==> src/rtl/hv_mem_arbiter_pkg.sv <==
// -----------------------------------------------------------------------------
// hd_mem_pkg
// Shared types and default sizing for the hypervector memory arbiter.
//   arb_state_e : arbiter FSM states (ARB = open round-robin, LOCKED = owner only)
//   DEF_*       : default parameter values used by hv_mem_arbiter
// -----------------------------------------------------------------------------
package hd_mem_pkg;

  typedef enum logic {
    ARB    = 1'b0,
    LOCKED = 1'b1
  } arb_state_e;

  localparam int DEF_NUM_REQ    = 4;
  localparam int DEF_DATA_WIDTH = 32;
  localparam int DEF_ADDR_WIDTH = 8;
  localparam int DEF_LOCK_MAX   = 16;

endpackage

==> src/rtl/hv_mem_arbiter_rr_pick.sv <==
// -----------------------------------------------------------------------------
// rr_pick
// Pure combinational round-robin picker. Scans the eligible mask starting at
// the pointer and wrapping modulo N; the first eligible requester wins.
// Ports:
//   i_eligible : N-bit mask of requesters allowed to win this cycle
//   i_ptr      : index where the scan starts
//   o_grant    : one-hot winner (all zero when nobody is eligible)
//   o_idx      : binary index of the winner (0 when nobody is eligible)
//   o_any      : high when some requester won
// -----------------------------------------------------------------------------
module rr_pick #(
  parameter int N  = 4,
  parameter int IW = $clog2(N)
) (
  input  logic [N-1:0]  i_eligible,
  input  logic [IW-1:0] i_ptr,
  output logic [N-1:0]  o_grant,
  output logic [IW-1:0] o_idx,
  output logic          o_any
);

  // Walk the N candidates in priority order; the first eligible one sticks
  // because later hits are masked by o_any.
  always_comb begin
    int w_cand;
    o_grant = '0;
    o_idx   = '0;
    o_any   = 1'b0;
    w_cand  = 0;
    for (int k = 0; k < N; k++) begin
      w_cand = int'(i_ptr) + k;
      if (w_cand >= N) w_cand = w_cand - N;
      if (!o_any && i_eligible[w_cand]) begin
        o_any           = 1'b1;
        o_grant[w_cand] = 1'b1;
        o_idx           = IW'(w_cand);
      end
    end
  end

endmodule

==> src/rtl/hv_mem_arbiter.sv <==
// -----------------------------------------------------------------------------
// hv_mem_arbiter
// Shares one single-port hypervector memory (combinational read, clocked
// write) between NUM_REQ requesters with round-robin arbitration and a
// bounded exclusive lock for read-modify-write sequences.
// Ports:
//   clk, rst_n    : clock (rising edge) and asynchronous active-low reset
//   req_valid     : per-requester access request
//   req_we        : per-requester write (1) / read (0)
//   req_lock      : per-requester request/hold of exclusive ownership
//   req_addr      : packed addresses, requester i at [i*ADDR_WIDTH +: ADDR_WIDTH]
//   req_wdata     : packed write data, same packing
//   req_ready     : one-hot same-cycle grant
//   rsp_valid     : one-hot pulse marking rsp_rdata for a requester
//   rsp_rdata     : registered read data, held until the next read transfer
//   lock_timeout  : one-cycle pulse after a forced lock release
//   mem_address   : memory address
//   mem_we        : memory write enable
//   mem_data_in   : memory write data
//   mem_data_out  : memory combinational read data
// -----------------------------------------------------------------------------
module hv_mem_arbiter
  import hd_mem_pkg::*;
#(
  parameter int NUM_REQ    = DEF_NUM_REQ,
  parameter int DATA_WIDTH = DEF_DATA_WIDTH,
  parameter int ADDR_WIDTH = DEF_ADDR_WIDTH,
  parameter int LOCK_MAX   = DEF_LOCK_MAX
) (
  input  logic                          clk,
  input  logic                          rst_n,
  input  logic [NUM_REQ-1:0]            req_valid,
  input  logic [NUM_REQ-1:0]            req_we,
  input  logic [NUM_REQ-1:0]            req_lock,
  input  logic [NUM_REQ*ADDR_WIDTH-1:0] req_addr,
  input  logic [NUM_REQ*DATA_WIDTH-1:0] req_wdata,
  output logic [NUM_REQ-1:0]            req_ready,
  output logic [NUM_REQ-1:0]            rsp_valid,
  output logic [DATA_WIDTH-1:0]         rsp_rdata,
  output logic                          lock_timeout,
  output logic [ADDR_WIDTH-1:0]         mem_address,
  output logic                          mem_we,
  output logic [DATA_WIDTH-1:0]         mem_data_in,
  input  logic [DATA_WIDTH-1:0]         mem_data_out
);

  localparam int IW = $clog2(NUM_REQ);
  localparam int CW = $clog2(LOCK_MAX + 1);
  // Last LOCKED count before a forced release (acquiring cycle counts as 1).
  localparam logic [CW-1:0] LOCK_LAST = CW'(LOCK_MAX - 1);

  arb_state_e          r_state, w_state_nxt;
  logic [IW-1:0]       r_owner, w_owner_nxt;
  logic [CW-1:0]       r_lock_cnt, w_lock_cnt_nxt;
  logic [IW-1:0]       r_rr_ptr, w_rr_ptr_nxt;
  logic                w_timeout_nxt;
  logic [NUM_REQ-1:0]  r_rsp_valid;
  logic [DATA_WIDTH-1:0] r_rsp_rdata;
  logic                r_lock_timeout;

  logic [NUM_REQ-1:0]  w_owner_mask;
  logic [NUM_REQ-1:0]  w_eligible;
  logic [NUM_REQ-1:0]  w_pick_onehot;
  logic [IW-1:0]       w_pick_idx;
  logic                w_pick_any;
  logic                w_grant;

  function automatic logic [IW-1:0] wrapInc(input logic [IW-1:0] v);
    return (int'(v) == NUM_REQ - 1) ? '0 : v + IW'(1);
  endfunction

  // While locked only the owner may win; the round-robin pointer is irrelevant
  // then because the mask has at most one bit set.
  assign w_owner_mask = NUM_REQ'(1) << r_owner;
  assign w_eligible   = (r_state == LOCKED) ? (req_valid & w_owner_mask) : req_valid;

  rr_pick #(
    .N  (NUM_REQ),
    .IW (IW)
  ) u_rr_pick (
    .i_eligible (w_eligible),
    .i_ptr      (r_rr_ptr),
    .o_grant    (w_pick_onehot),
    .o_idx      (w_pick_idx),
    .o_any      (w_pick_any)
  );

  // Gating with rst_n makes grants and writes vanish the instant reset asserts.
  assign w_grant   = w_pick_any & rst_n;
  assign req_ready = w_grant ? w_pick_onehot : '0;

  // Memory-side mux: winner's request, or all zeros when idle.
  always_comb begin
    mem_address = '0;
    mem_we      = 1'b0;
    mem_data_in = '0;
    if (w_grant) begin
      mem_address = req_addr[w_pick_idx*ADDR_WIDTH +: ADDR_WIDTH];
      mem_we      = req_we[w_pick_idx];
      mem_data_in = req_wdata[w_pick_idx*DATA_WIDTH +: DATA_WIDTH];
    end
  end

  // FSM state register together with owner, lock counter and pointer.
  always_ff @(posedge clk or negedge rst_n) begin
    if (!rst_n) begin
      r_state        <= ARB;
      r_owner        <= '0;
      r_lock_cnt     <= '0;
      r_rr_ptr       <= '0;
      r_lock_timeout <= 1'b0;
    end else begin
      r_state        <= w_state_nxt;
      r_owner        <= w_owner_nxt;
      r_lock_cnt     <= w_lock_cnt_nxt;
      r_rr_ptr       <= w_rr_ptr_nxt;
      r_lock_timeout <= w_timeout_nxt;
    end
  end

  // Next-state logic. A locking grant leaves the pointer alone so that the
  // release (voluntary or forced) can move it past the owner instead.
  always_comb begin
    w_state_nxt    = r_state;
    w_owner_nxt    = r_owner;
    w_lock_cnt_nxt = r_lock_cnt;
    w_rr_ptr_nxt   = r_rr_ptr;
    w_timeout_nxt  = 1'b0;
    case (r_state)
      ARB: begin
        if (w_grant) begin
          if (req_lock[w_pick_idx]) begin
            w_state_nxt    = LOCKED;
            w_owner_nxt    = w_pick_idx;
            w_lock_cnt_nxt = CW'(1);
          end else begin
            w_rr_ptr_nxt = wrapInc(w_pick_idx);
          end
        end
      end
      LOCKED: begin
        if (!req_lock[r_owner]) begin
          w_state_nxt    = ARB;
          w_rr_ptr_nxt   = wrapInc(r_owner);
          w_lock_cnt_nxt = '0;
        end else if (r_lock_cnt == LOCK_LAST) begin
          w_state_nxt    = ARB;
          w_rr_ptr_nxt   = wrapInc(r_owner);
          w_lock_cnt_nxt = '0;
          w_timeout_nxt  = 1'b1;
        end else begin
          w_lock_cnt_nxt = r_lock_cnt + CW'(1);
        end
      end
      default: w_state_nxt = ARB;
    endcase
  end

  // Read responses: capture the combinational memory data at the transfer edge.
  // Writes produce no response and leave the held read data untouched.
  always_ff @(posedge clk or negedge rst_n) begin
    if (!rst_n) begin
      r_rsp_valid <= '0;
      r_rsp_rdata <= '0;
    end else begin
      r_rsp_valid <= '0;
      if (w_grant && !req_we[w_pick_idx]) begin
        r_rsp_valid <= w_pick_onehot;
        r_rsp_rdata <= mem_data_out;
      end
    end
  end

  assign rsp_valid    = r_rsp_valid;
  assign rsp_rdata    = r_rsp_rdata;
  assign lock_timeout = r_lock_timeout;

endmodule

==> config.mk <==
export PLATFORM = sky130hd
export DESIGN_NAME = hv_mem_arbiter
export DESIGN_NICKNAME = d
export VERILOG_FILES = /design/src/rtl/hv_mem_arbiter_pkg.sv /design/src/rtl/hv_mem_arbiter_rr_pick.sv /design/src/rtl/hv_mem_arbiter.sv
export SDC_FILE = /design/constraint.sdc
export NUM_CORES = 1
export LEC_CHECK = 0
export ABC_AREA = 1
export BUFFER_PORTS_ARGS = -buffer_cell sky130_fd_sc_hd__buf_2
export CORE_AREA = 2 2 112 114
export CTS_CLUSTER_DIAMETER = 80
export DETAILED_ROUTE_END_ITERATION = 8
export DIE_AREA = 0 0 114 116
export PLACE_DENSITY = 0.7
export SYNTH_ARGS = -nofsm -noshare
export SYNTH_HDL_FRONTEND = slang
export SYNTH_SLANG_ARGS = --single-unit
==> constraint.sdc <==
create_clock -name clk -period 6.5 [get_ports clk]
set_input_delay 0.65 -clock clk [delete_from_list [all_inputs] [get_ports clk]]
set_output_delay 0.65 -clock clk [all_outputs]
set_load 0.01 [all_outputs]
**After elaboration in Yosys (flattened, before gate mapping)**

Index checks and enable logic that the tools add are counted.

- $add $sub $neg: 10
- Multiply operators: 0
- Divide/modulo/power cells: 0
- $lt $le $gt $ge: 14
- Equality and inequality tests: 7
- Shifts and indexed selects: 3
- Multiplexer cells: 68
- Bitwise logic cells: 6
- Reductions and logical operators: 15

Operators by type and width:

| kind | number |
|---|---|
| 32-bit 2-to-1 mux | 5 |
| 32-bit by 1-bit >= comparator with 1-bit output, second input constant | 4 |
| 32-bit by 4-bit less-than comparator with 1-bit output, second input constant | 4 |
| 128-bit by 8-bit indexed part select with 32-bit output | 1 |
| 32-bit by 4-bit >= comparator with 1-bit output, second input constant | 3 |
| 32-bit by 4-bit subtractor with 32-bit output, second input constant | 3 |
| 32-bit by 6-bit indexed part select with 8-bit output | 1 |
| 4-bit 2-to-1 mux | 7 |
| 1-bit 2-to-1 mux | 27 |
| 2-bit 2-to-1 mux | 10 |
| 5-bit 2-to-1 mux | 4 |
| 1-bit binary-select mux with 2-bit select | 7 |
| 4-bit OR | 3 |
| 5-bit one-hot mux with 2 select lines | 1 |
| 1-bit demux with 2-bit select | 4 |
| 1-bit logical AND | 8 |
| 8-bit 2-to-1 mux | 1 |
| 2-bit by 2-bit adder with 3-bit output, second input constant | 2 |
| 2-bit by 3-bit less-than comparator with 1-bit output, second input constant | 2 |
| 2-bit != test, second input constant | 3 |
| 3-bit AND reduction | 2 |
| 5-bit by 1-bit adder with 5-bit output, second input constant | 1 |
| 5-bit by 4-bit equality test with 1-bit output, second input constant | 1 |
| 2-bit by 1-bit adder with 2-bit output, second input constant | 2 |
| 13 further kinds | 17 |

- Bits in registers: 47
- Bits in latches: 0
- Bits in writable memories: 0
- Bits in read-only memories: 0
- Bits of input ports: 206
- Output and inout bits: 82
- Word-level logic and storage cells: 130
- Memories kept: 0

**Depth between registers and ports, before layout**

- Word-level depth: 21
- Depth in mapped cells: 18
- Depth with buffers taken out: 17

**Cells and area by module**

From an unflattened synthesis, not the netlist that was laid out.

- Cells, all modules: 648
- Area total of the unflattened synthesis: 3,983.8 um^2

By module, submodules not included:

| module | times used | cells each | area an instance (um^2) | sequential area each (um^2) |
|---|---|---|---|---|
| hv_mem_arbiter | 1 | 571 | 3,505.9 | 1,176.1 |
| rr_pick | 1 | 77 | 478.0 | 0.0 |

**Worst setup path before layout**

Ideal clock, no wire load.

- Path type: register -> output
- From: register r_rr_ptr[1]
- To: output mem_address[0]
- Arrival time: 2.316 ns
- Data required time: 5.850 ns
- Setup slack: 3.534 ns
- Stages on the path, launching flop included: 14
- Buffers on the path: 2
- Cells stage by stage: dfrtp_1 inv_1 ha_1 inv_1 nand3_1 nand2_2 nand4_1 nand2_2 nand2_4 buf_6 inv_4 buf_4 o211ai_1 a21oi_1

- Cells in the longest elaborated chain, start to end: 17
- Elaborated cells between the ends (all ways): 44
- Those cells by class: add/sub (7); order compare (4); shift (1); mux (25); bitwise (1); reduce/logical (6)

Ends and longest elaborated chain:

| what | line | text |
|---|---|---|
| start: declaration | hv_mem_arbiter.sv:55 | `logic [IW-1:0] r_rr_ptr, w_rr_ptr_nxt;` |
| start signal: assignment | hv_mem_arbiter.sv:116 | `r_rr_ptr <= w_rr_ptr_nxt;` |
| branches (longest 16 deep; another with 32-bit by 4-bit subtractor with 32-bit output) | n/a |  |
| 8-bit 2-to-1 mux (*) | hv_mem_arbiter.sv:97 | `if (w_grant) begin` |
| end: declaration | hv_mem_arbiter.sv:41 | `output logic [ADDR_WIDTH-1:0] mem_address,` |

Every way passes the cells marked *. The select of a mux whose other input is x is not followed.

**Final worst setup path**

- From: register r_rr_ptr[0]
- To: output mem_data_in[31]

- Cells in the longest elaborated chain, start to end: 17
- Elaborated cells between the ends (all ways): 44
- Those cells by class: add/sub (7); order compare (4); shift (1); mux (25); bitwise (1); reduce/logical (6)

Ends and longest elaborated chain:

| what | line | text |
|---|---|---|
| branches (longest 16 deep; another with 32-bit by 4-bit subtractor with 32-bit output) | n/a |  |
| 32-bit 2-to-1 mux (*) | hv_mem_arbiter.sv:97 |  |
| end: declaration | hv_mem_arbiter.sv:43 | `output logic [DATA_WIDTH-1:0] mem_data_in,` |

Marked as above.

==> reports/metrics.yaml <==
timing:
  whs_ps: 469
  grt_setup_unrepaired: "false"
  post-route-period-util: 0.694
  hold_viol_final: 0
  max_freq_ghz: 0.222
  slew_violations: 0
  setup_violations: 0
  tightest_slew_ps: 1030
  relSlewSlack: 0.312
  tns_ps: 0
  period_minus_slack_ps: 4510
  finClkSkew_ps: 4.23
critical_path:
  critPathLaunchType: "flip-flop"
  r2r_cells: 14
  critPathMaxStageDelay_ps: 740
  reg2reg_from: "r_rr_ptr[0]$_DFFE_PN0P_"
  critPathRequiredTime_ps: 5850
  path_delay_family: "buffers and inverters"
  endpoint_kind: "primary output"
  regToRegEndpoint: "rsp_rdata[11]$_DFFE_PN0P_"
  cp.arrival_ps: 3860
  path_buf_inv: 4
  crit_type: "reg -> out"
  reg2reg_slack_ps: 2630
  crit_chain: "inv_4 > ha_1 > inv_1 > nand3_1 > nand2_2 > nand3_2 > nand3_2 > nand2_4 > inv_4 > o211ai_1 > a21oi_1 > buf_2"
  critPathLaunch: "r_rr_ptr[0]$_DFFE_PN0P_"
  cp_slowest_cell: "inv_4"
  crit_fanout: 89
global_routing:
  grt_max_degree: 90
  grt_pass1_vias: 4617
  gr-total-overflow: 0
  gr-usage-all-layers: 0.206
  antenna_found_initial: 3
  grt_pass1_wl_mm: 22.2
detailed_routing:
  drt_first_pass_iters: 4
  drc: 0
  drt-initial-drc-count: 410
  avgRoutedWirePerCell_um: 15.0
  viasPerCell: 5.06
  vias: 4973
  postRouteAntennaNets: 0
  wl_mm: 14.7
logic_synthesis:
  synth_common_cells: "nand2_1, o211ai_1, nand3_1"
  yosysMostFrequentCell: "nand2_1"
  ys_ff_latch: 47
  syn_area_sq_um: 4240
  post_synth_num_cell_types: 35
  ys_seq_area_frac: 0.278
  yosysWarnings: 0
  synthCells: 575
  synth_area_leaders: "dfrtp_1, o211ai_1, nand2_1"
  async_flop_share: 1.00
  synth_largest_area_cell: "dfrtp_1"
  ys.flop_type: "dfrtp_1"
  syn_area_per_cell_sq_um: 7.37
  syn_nets: 794
  yosys.area.top_type_share: 0.278
  synth_edf_count: 0
run_status:
  status: "finished, final reports clean"
clocking:
  clk_latency_ps: 280
  cts_inserted_buffers: 5
  clkTransAtPathRegs_ps: 60
  cts_setup_buffers: 0
  cts_hold_buf: 0
  cts_buffer_depth: 2
  cts_resized: 0
  cts-htree-levels: 2
  cts_root_buf: "clkbuf_16"
  cts_tree: "built"
  cts_sinks: 47
flow_run:
  drv_cap: 0
hold_path:
  whs_path_depth: 2
  hold_path_end: "rsp_rdata[8]$_DFFE_PN0P_"
  worstHoldPathType: "reg -> reg"
  hold_start: "rsp_rdata[8]$_DFFE_PN0P_"
cells_and_area:
  area_growth_pct: 36.5
  final_cells: 982
  finalNetCount: 1049
  drive_gt1_frac: 0.454
  final_core_util: 0.486
  fill_cells: 1207
placed_design:
  dpl.cell_count: 970
  port_buffers: 287
  gp_congestion: 0.921
  dpl.hpwl_mm: 11.0
floorplan:
  core_area_sq_um: 11900
  initial_core_util: 0.356
  die_y_um: 116
  rows: 40
  die_area_sq_um: 13200
  ioPinCount: 288
  die_w_um: 114
pwr:
  totalPowerFinal_mw: 3.73
  leakagePower_nw: 3.03
  vdd_drop_max_v: 0.000317
  powerDensity_nw_per_um2: 645
worst register-to-register path, delay by kind of cell (launching register included):
family / cells / cell delay (ps)
fa+ha+maj: 1 / 380
buf+inv: 2 / 230
flops: 1 / 640
simple gates: 11 / 2500
where the power goes:
group	internal, mW	switching [mW]
combinational	1.05	1.87
clock	0.179	0.106
sequential	0.428	0.0976
cell families after synthesis:
| logic type | Yosys count | synth area share |
|---|---|---|
| buf+inv | 69 | 0.0912 |
| xor+xnor | 2 | 0.00413 |
| fa+ha+maj | 13 | 0.0384 |
| simple gates | 304 | 0.372 |
| flops | 47 | 0.278 |
| compound gates | 140 | 0.216 |
sequential cells by signal, indices dropped and copies added, names as in the netlist:
name and flops:
rsp_valid 4, r_rr_ptr 2, r_owner 2, r_lock_cnt 5, r_state 1, lock_timeout 1, rsp_rdata 32
cell usage in the layout (no fill, tap or decap), types with 2 or more instances in the layout:
cell type / synthesis / routed
buf_2: 10 / 287
nand2_1: 112 / 111
o211ai_1: 80 / 80
nand3_1: 70 / 70
a21oi_1: 50 / 50
or2_2: 49 / 49
dfrtp_1: 47 / 47
or2_0: 27 / 27
inv_1: 23 / 23
nor2_1: 13 / 13
ha_1: 13 / 13
nand2_2: 7 / 8
nand3_2: 8 / 8
diode_2: 0 / 5
clkbuf_16: 0 / 5
nand2_4: 4 / 4
o21ai_0: 4 / 4
o221ai_1: 4 / 4
nor2_4: 3 / 3
nor2_2: 3 / 3
or2_1: 3 / 3
inv_4: 2 / 2
nand4_1: 2 / 2
inv_2: 2 / 2
buf_4: 11 / 2
per-layer routing:
metal / up-vias / routed length, um / track usage
li1: 2501 / - / -
met3: 33 / 1160 / 0.0408
met2: 226 / 7010 / 0.349
met1: 2211 / 6110 / 0.259
met5: - / 19 / 0
met4: 2 / 410 / 0.0837
per-stage QoR:
| step | setup WS, ps | cell area (sq um) |
|---|---|---|
| 2_1_floorplan | 3530 | 4240 |
| 4_1_cts | 1970 | 5770 |
| 3_3_place_gp | 2350 | 5610 |
| 5_1_grt | 1620 | 5780 |
| 3_5_place_dp | 2270 | 5610 |
| 6_report | 1990 | 5790 |
worst max-delay path by stage:
stage                            endpoint  slack (ps)  depth (start not counted)
after floorplan            mem_address[0]        3530                         13
after global placement    mem_data_in[31]        2350                         12
after detailed placement  mem_data_in[31]        2270                         12
after CTS                 mem_data_in[31]        1970                         12
after global routing      mem_data_in[31]        1620                         12
final                     mem_data_in[31]        1990                         12
cell type report:
class / count / area [sq um] / area share
sequential: 47 / 1180 / 0.203
tap: 147 / 184 / 0.0318
clock inverter: 2 / 37.5 / 0.00649
clock buffer: 5 / 125 / 0.0216
timing repair buffer: 289 / 1450 / 0.251
multi-input combinational: 459 / 2690 / 0.465
antenna: 5 / 12.5 / 0.00216
inverter: 28 / 110 / 0.0190
Note: power is estimated with default switching activity, not from simulation.
